===== src/rtl/bsg_dmc_clock_monitor_scheduler.sv =====
`default_nettype none
// ============================================================================
// Module   : bsg_dmc_clock_monitor_scheduler
// Brief    : Round-robin scheduler that time-shares one clock-measurement
//            counter across num_clks_p clocks and bound-checks each count.
//            Define BSG_DMC_CLK_MON_STICKY_EN for sticky mismatch flags.
// Revision : 1.0 - initial release
// ============================================================================
module bsg_dmc_clock_monitor_scheduler #(
  parameter int num_clks_p     = 4,
  parameter int count_width_p  = 16,
  parameter int window_width_p = 16,
  parameter int clear_cycles_p = 4,
  parameter int sync_cycles_p  = 4
) (
  input  logic                                                clk_i,
  input  logic                                                reset_n_i,
  input  logic                                                en_i,
  input  logic [window_width_p-1:0]                           window_i,
  input  logic [num_clks_p*count_width_p-1:0]                 lo_bound_i,
  input  logic [num_clks_p*count_width_p-1:0]                 hi_bound_i,
  input  logic [count_width_p-1:0]                            count_i,
  input  logic                                                clr_mismatch_i,
  output logic [((num_clks_p > 1) ? $clog2(num_clks_p) : 1)-1:0] sel_o,
  output logic                                                clear_o,
  output logic                                                count_en_o,
  output logic                                                sample_v_o,
  output logic [((num_clks_p > 1) ? $clog2(num_clks_p) : 1)-1:0] sample_id_o,
  output logic [count_width_p-1:0]                            sample_count_o,
  output logic [num_clks_p-1:0]                               mismatch_o,
  output logic                                                sweep_done_o
);

  localparam int c_sel_w = (num_clks_p > 1) ? $clog2(num_clks_p) : 1;
  localparam int c_clr_w = $clog2(clear_cycles_p + 1);
  localparam int c_syn_w = $clog2(sync_cycles_p + 1);
  localparam int c_cnt_a = (window_width_p > c_clr_w) ? window_width_p : c_clr_w;
  localparam int c_cnt_w = (c_cnt_a > c_syn_w) ? c_cnt_a : c_syn_w;

  localparam logic [c_cnt_w-1:0] c_clr_last = c_cnt_w'(clear_cycles_p - 1);
  localparam logic [c_cnt_w-1:0] c_syn_last = c_cnt_w'(sync_cycles_p - 1);
  localparam logic [c_sel_w-1:0] c_sel_last = c_sel_w'(num_clks_p - 1);

  typedef enum logic [2:0] {
    e_idle   = 3'd0,
    e_clear  = 3'd1,
    e_window = 3'd2,
    e_settle = 3'd3,
    e_sample = 3'd4
  } state_e;

  state_e                    r_state;
  state_e                    w_state_next;
  logic [c_cnt_w-1:0]        r_cnt;
  logic [window_width_p-1:0] r_win;
  logic [c_cnt_w-1:0]        w_win_last;
  logic [c_sel_w-1:0]        r_sel;
  logic                      r_clear;
  logic                      r_count_en;
  logic                      r_sample_v;
  logic                      r_sweep_done;
  logic [num_clks_p-1:0]     r_mismatch;
  logic [num_clks_p-1:0]     w_mismatch_next;
  logic [num_clks_p-1:0]     w_fail;
  logic [num_clks_p-1:0]     w_hit;
  logic [num_clks_p-1:0]     w_mismatch_base;
  logic                      w_sampling;

  assign w_win_last = c_cnt_w'(r_win) - c_cnt_w'(1);
  assign w_sampling = (r_state == e_sample);

  always_ff @(posedge clk_i or negedge reset_n_i) begin
    if (!reset_n_i) r_state <= e_idle;
    else            r_state <= w_state_next;
  end

  always_comb begin
    w_state_next = r_state;
    unique case (r_state)
      e_idle:   if (en_i)                 w_state_next = e_clear;
      e_clear:  if (r_cnt == c_clr_last)  w_state_next = e_window;
      e_window: if (r_cnt == w_win_last)  w_state_next = e_settle;
      e_settle: if (r_cnt == c_syn_last)  w_state_next = e_sample;
      e_sample: w_state_next = en_i ? e_clear : e_idle;
      default:  w_state_next = e_idle;
    endcase
  end

  // Strobes are decoded from the next state so every output leaves a flop.
  always_ff @(posedge clk_i or negedge reset_n_i) begin
    if (!reset_n_i) begin
      r_cnt        <= '0;
      r_win        <= window_width_p'(1);
      r_sel        <= '0;
      r_clear      <= 1'b0;
      r_count_en   <= 1'b0;
      r_sample_v   <= 1'b0;
      r_sweep_done <= 1'b0;
      r_mismatch   <= '0;
    end else begin
      if ((w_state_next != r_state) || (r_state == e_idle)) r_cnt <= '0;
      else                                                  r_cnt <= r_cnt + c_cnt_w'(1);
      if ((w_state_next == e_clear) && (r_state != e_clear))
        r_win <= (window_i == '0) ? window_width_p'(1) : window_i;
      if (w_sampling)
        r_sel <= (r_sel == c_sel_last) ? '0 : r_sel + c_sel_w'(1);
      r_clear      <= (w_state_next == e_clear);
      r_count_en   <= (w_state_next == e_window);
      r_sample_v   <= (w_state_next == e_sample);
      r_sweep_done <= (w_state_next == e_sample) && (r_sel == c_sel_last);
      r_mismatch   <= w_mismatch_next;
    end
  end

  for (genvar k = 0; k < num_clks_p; k++) begin : g_chan
    logic [count_width_p-1:0] w_lo;
    logic [count_width_p-1:0] w_hi;
    assign w_lo      = lo_bound_i[k*count_width_p +: count_width_p];
    assign w_hi      = hi_bound_i[k*count_width_p +: count_width_p];
    assign w_hit[k]  = w_sampling && (r_sel == c_sel_w'(k));
    assign w_fail[k] = w_hit[k] && ((count_i < w_lo) || (count_i > w_hi));
  end

  // A failing sample always wins over a simultaneous clear.
  assign w_mismatch_base = clr_mismatch_i ? '0 : r_mismatch;
`ifdef BSG_DMC_CLK_MON_STICKY_EN
  assign w_mismatch_next = w_mismatch_base | w_fail;
`else
  assign w_mismatch_next = (w_mismatch_base & ~w_hit) | w_fail;
`endif

  assign sel_o          = r_sel;
  assign sample_id_o    = r_sel;
  assign clear_o        = r_clear;
  assign count_en_o     = r_count_en;
  assign sample_v_o     = r_sample_v;
  assign sweep_done_o   = r_sweep_done;
  assign mismatch_o     = r_mismatch;
  assign sample_count_o = r_sample_v ? count_i : '0;

endmodule
`default_nettype wire


===== config.mk =====
export PLATFORM = sky130hd
export DESIGN_NAME = bsg_dmc_clock_monitor_scheduler
export DESIGN_NICKNAME = d
export VERILOG_FILES = /design/src/rtl/bsg_dmc_clock_monitor_scheduler.sv
export SDC_FILE = /design/constraint.sdc
export NUM_CORES = 1
export LEC_CHECK = 0
export ABC_AREA = 1
export CAP_MARGIN = 20
export CORE_MARGIN = 2
export CORE_UTILIZATION = 25
export CTS_BUF_LIST = sky130_fd_sc_hd__clkbuf_4 sky130_fd_sc_hd__clkbuf_8
export DETAILED_ROUTE_END_ITERATION = 6
export GPL_TIMING_DRIVEN = 0
export SLEW_MARGIN = 10
export SYNTH_ARGS = -nofsm -noshare
export SYNTH_HDL_FRONTEND = slang
export SYNTH_SLANG_ARGS = --single-unit

===== constraint.sdc =====
create_clock -name clk_i -period 1.9 [get_ports clk_i]
set_input_delay 0.475 -clock clk_i [delete_from_list [all_inputs] [get_ports clk_i]]
set_output_delay 0.475 -clock clk_i [all_outputs]
set_load 0.01 [all_outputs]

==> flow_summary_export.csv <==
group,metric,value,unit
global_route,grt_pass1_wl,30700,um
clocking,clockBufferDepth,2,
setup_path,arrival,2.41,ns
clocking,htreeDepth,2,
sta,slew_headroom,0.565,
sta,grt_setup_unrepaired,"yes",
clocking,clk_pin_slew,0.09,ns
pwr,p_per_area,311,nW/um^2
logic_synthesis,ys_ff_latch,45,
final_layout,seqCellArea,1130,um^2
global_route,overflow,0,
setup_path,r2r_end,"r_cnt[11]",
flow_run,maxCapViolCount,0,
pwr,finalPower,2980,uW
sta,slew_violations,0,
setup_path,r2r-start,"r_win[0]",
route,wire_per_inst,13.9,um
sta,post-route-period-util,1.17,
route,drt_iter0_drc,246,
setup_path,reg2regPathDepth,15,
sta,fin_setup_tns,-4.28,ns
final_layout,layout_commonest_cell,"nand2_1",
floorplan,io_pins,192,
place,dp_cells,1382,
final_layout,syn2layout_area_growth,57.7,%
final_layout,multi_input_area,4990,um^2
clocking,worstSkewPairLatency,0.30,ns
final_layout,fin_area,9560,um^2
global_route,track_usage,0.150,
route,dr_total_vias,6264,
final_layout,fin_util,0.398,
floorplan,die_y,160,um
floorplan,core-area,24000,um^2
final_layout,stdcell_count,1416,
final_layout,final_nets,1383,
floorplan,fp.dieW,160,um
clocking,cts-root-buf,"clkbuf_8",
logic_synthesis,postSynthAreaPerCell,7.00,um^2
final_layout,final_cell_mix,"176 x nand2_1, 166 x inv_1, 120 x clkdlybuf4s50_1",
place,dp_hpwl,15800,um
status,failed_checks,"negative setup slack",
final_layout,fill_cells,2496,
clocking,cts_made_buffers,5,
logic_synthesis,synth_cell_types,39,
clocking,cts_sinks,45,
sta,finClkSkew,0.00605,ns
route,routed_wl,19700,um
setup_path,start_kind,"flop",
sta,hold_violations,0,
logic_synthesis,synth_cells,866,
clocking,cts_tree,"yes",
setup_path,worst-r2r-setup-slack,-0.31,ns
sta,min_period,2.21,ns
final_layout,drive_gt1_frac,0.233,
floorplan,die_area,25500,um^2
place,dpl_cell_area,8410,um^2
logic_synthesis,ys_warn_count,0,
floorplan,start_util,0.252,
route,postRouteAntennaNets,0,
logic_synthesis,synth_area,6070,um^2
logic_synthesis,synth_nets,1160,
global_route,antenna_found_initial,3,
sta,worst_slew_pin_slew,0.646,ns
logic_synthesis,ys_seq_area_frac,0.186,
hold_path,min_path_type,"in2async",
sta,fmax,0.452,GHz
place,place.gp.congestion,0.837,
setup_path,path_cells,"inv_4 > ha_4 > xnor2_1 > nor2_1 > nand2_1 > nor2_2 > nand2_2 > nor2_4 > nand4_4 > nand2_4 > nand2_4 > nand3_4 > buf_12 > buf_12 > nor2_4",
route,via_per_inst,4.42,
setup_path,cp_num_buf_inv,3,
route,drc,0,
floorplan,row_count,57,
sta,setup_viol,18,
sta,fin_ws,-0.314,ns
place,portBuffers,191,
setup_path,critPathKind,"reg2reg",
global_route,grt_max_degree,28,
global_route,grt_pass1_vias,6221,
setup_path,cp-startpoint,"r_win[0]",
setup_path,worst_setup_path_end_kind,"flop",
pwr,p_leak,0.00492,uW
setup_path,slowest_delay,0.57,ns
setup_path,critPathRequiredTime,2.10,ns
route,dr.pass1.iters,4,
setup_path,worst-path-max-fanout,5,
setup_path,worst_path_dominant_cell_family,"simple AND/OR/NAND/NOR gates",
pwr,peakVddDrop,0.337,mV
setup_path,cpMaxStageDelayCell,"dfstp_2",
status,outcome,"finished, violations left",
## synth_stat cells (all sizes together)
cell,count,area share
o221ai,3,0.0043
dfrtp,44,0.18
o21a,5,0.0062
a21oi,69,0.058
a41oi,1,0.0014
buf,5,0.0074
o21ai,27,0.022
nor2,66,0.065
inv,198,0.12
dfstp,1,0.0043
clkbuf,5,0.0031
xnor2,11,0.016
o31ai,5,0.0062
o2111ai,1,0.0014
xor2,16,0.023
o211ai,7,0.0087
nand2,200,0.13
nor3,13,0.012
nand3,31,0.029
ha,130,0.27
nor4,6,0.0062
nand4,17,0.020
nand3b,2,0.0025
and2,2,0.0021
o221a,1,0.0019
## layout make-up
cell class                 instances  share of cell area
clock inverter                     2             0.00393
buffer                             9             0.00746
sequential                        45               0.118
clock buffer                       6             0.00864
inverter                         198              0.0782
antenna                            2            0.000523
tap                              324              0.0424
timing repair buffer             217               0.219
multi-input combinational        613               0.522
## kinds of logic after synthesis
logic type | synth area share
AND/OR/NAND/NOR | 0.264
buffers and inverters | 0.133
adder cells (fa/ha/maj) | 0.268
AO/OA/AOI/OAI | 0.110
flip-flops | 0.186
XOR/XNOR | 0.0390
## metrics by stage
| stage | hold slack, ns | setup slack (ns) |
|---|---|---|
| 5_1_grt | 0.153 | -0.472 |
| 3_3_place_gp | 0.493 | -0.966 |
| 2_1_floorplan | 0.179 | -0.0975 |
| 4_1_cts | 0.124 | -0.277 |
| 6_report | 0.113 | -0.314 |
| 3_5_place_dp | 0.459 | -0.968 |
## flip-flops by register name, summed over array words and instances (netlist names)
signal and flops:
count_en_o 1, mismatch_o 4, clear_o 1, r_cnt 16
sweep_done_o 1, sample_id_o 2, r_state 3, sample_v_o 1
r_win 16
## timing repair
item,4_1_cts,5_1_grt
resized for setup,180,145
buffers inserted,19,7
pin swaps,72,79
setup endpoints to repair,39,42
cloned,1,0
hold buffers,0,0
## where the power goes
group / leakage [uW] / total [uW] / switching (uW) / internal (uW)
clock network: 0.0000574 / 775 / 347 / 428
logic: 0.00430 / 1240 / 590 / 655
registers: 0.000562 / 957 / 0 / 957
total: 0.00492 / 2980 / 937 / 2040
## worst max-delay path by stage
| stage | to | slack (ns) | cells past startpoint |
|---|---|---|---|
| CTS | r_cnt[7] | -0.28 | 15 |
| global placement | r_cnt[3] | -0.97 | 1 |
| floorplan | r_cnt[12] | -0.1 | 14 |
| detailed placement | mismatch_o[3] | -0.97 | 12 |
| finish | r_cnt[11] | -0.31 | 15 |
| global route | r_cnt[7] | -0.47 | 18 |
## worst register-to-register path, stage by stage (launching register included)
cell and delay, ns:
dfstp_2 0.57, inv_4 0.05, ha_4 0.23, xnor2_1 0.12, nor2_1 0.10, nand2_1 0.08, nor2_2 0.09, nand2_2 0.07
nor2_4 0.12, nand4_4 0.12, nand2_4 0.12, nand2_4 0.05, nand3_4 0.08, buf_12 0.13, buf_12 0.13, nor2_4 0.04
## per-layer routing
metal	track usage	share of wire
met1	0.172	0.42
met5	0	0.00066
met3	0.0249	0.059
met4	0.0331	0.025
met2	0.288	0.50
No activity file was read; power rests on OpenSTA's default activity.
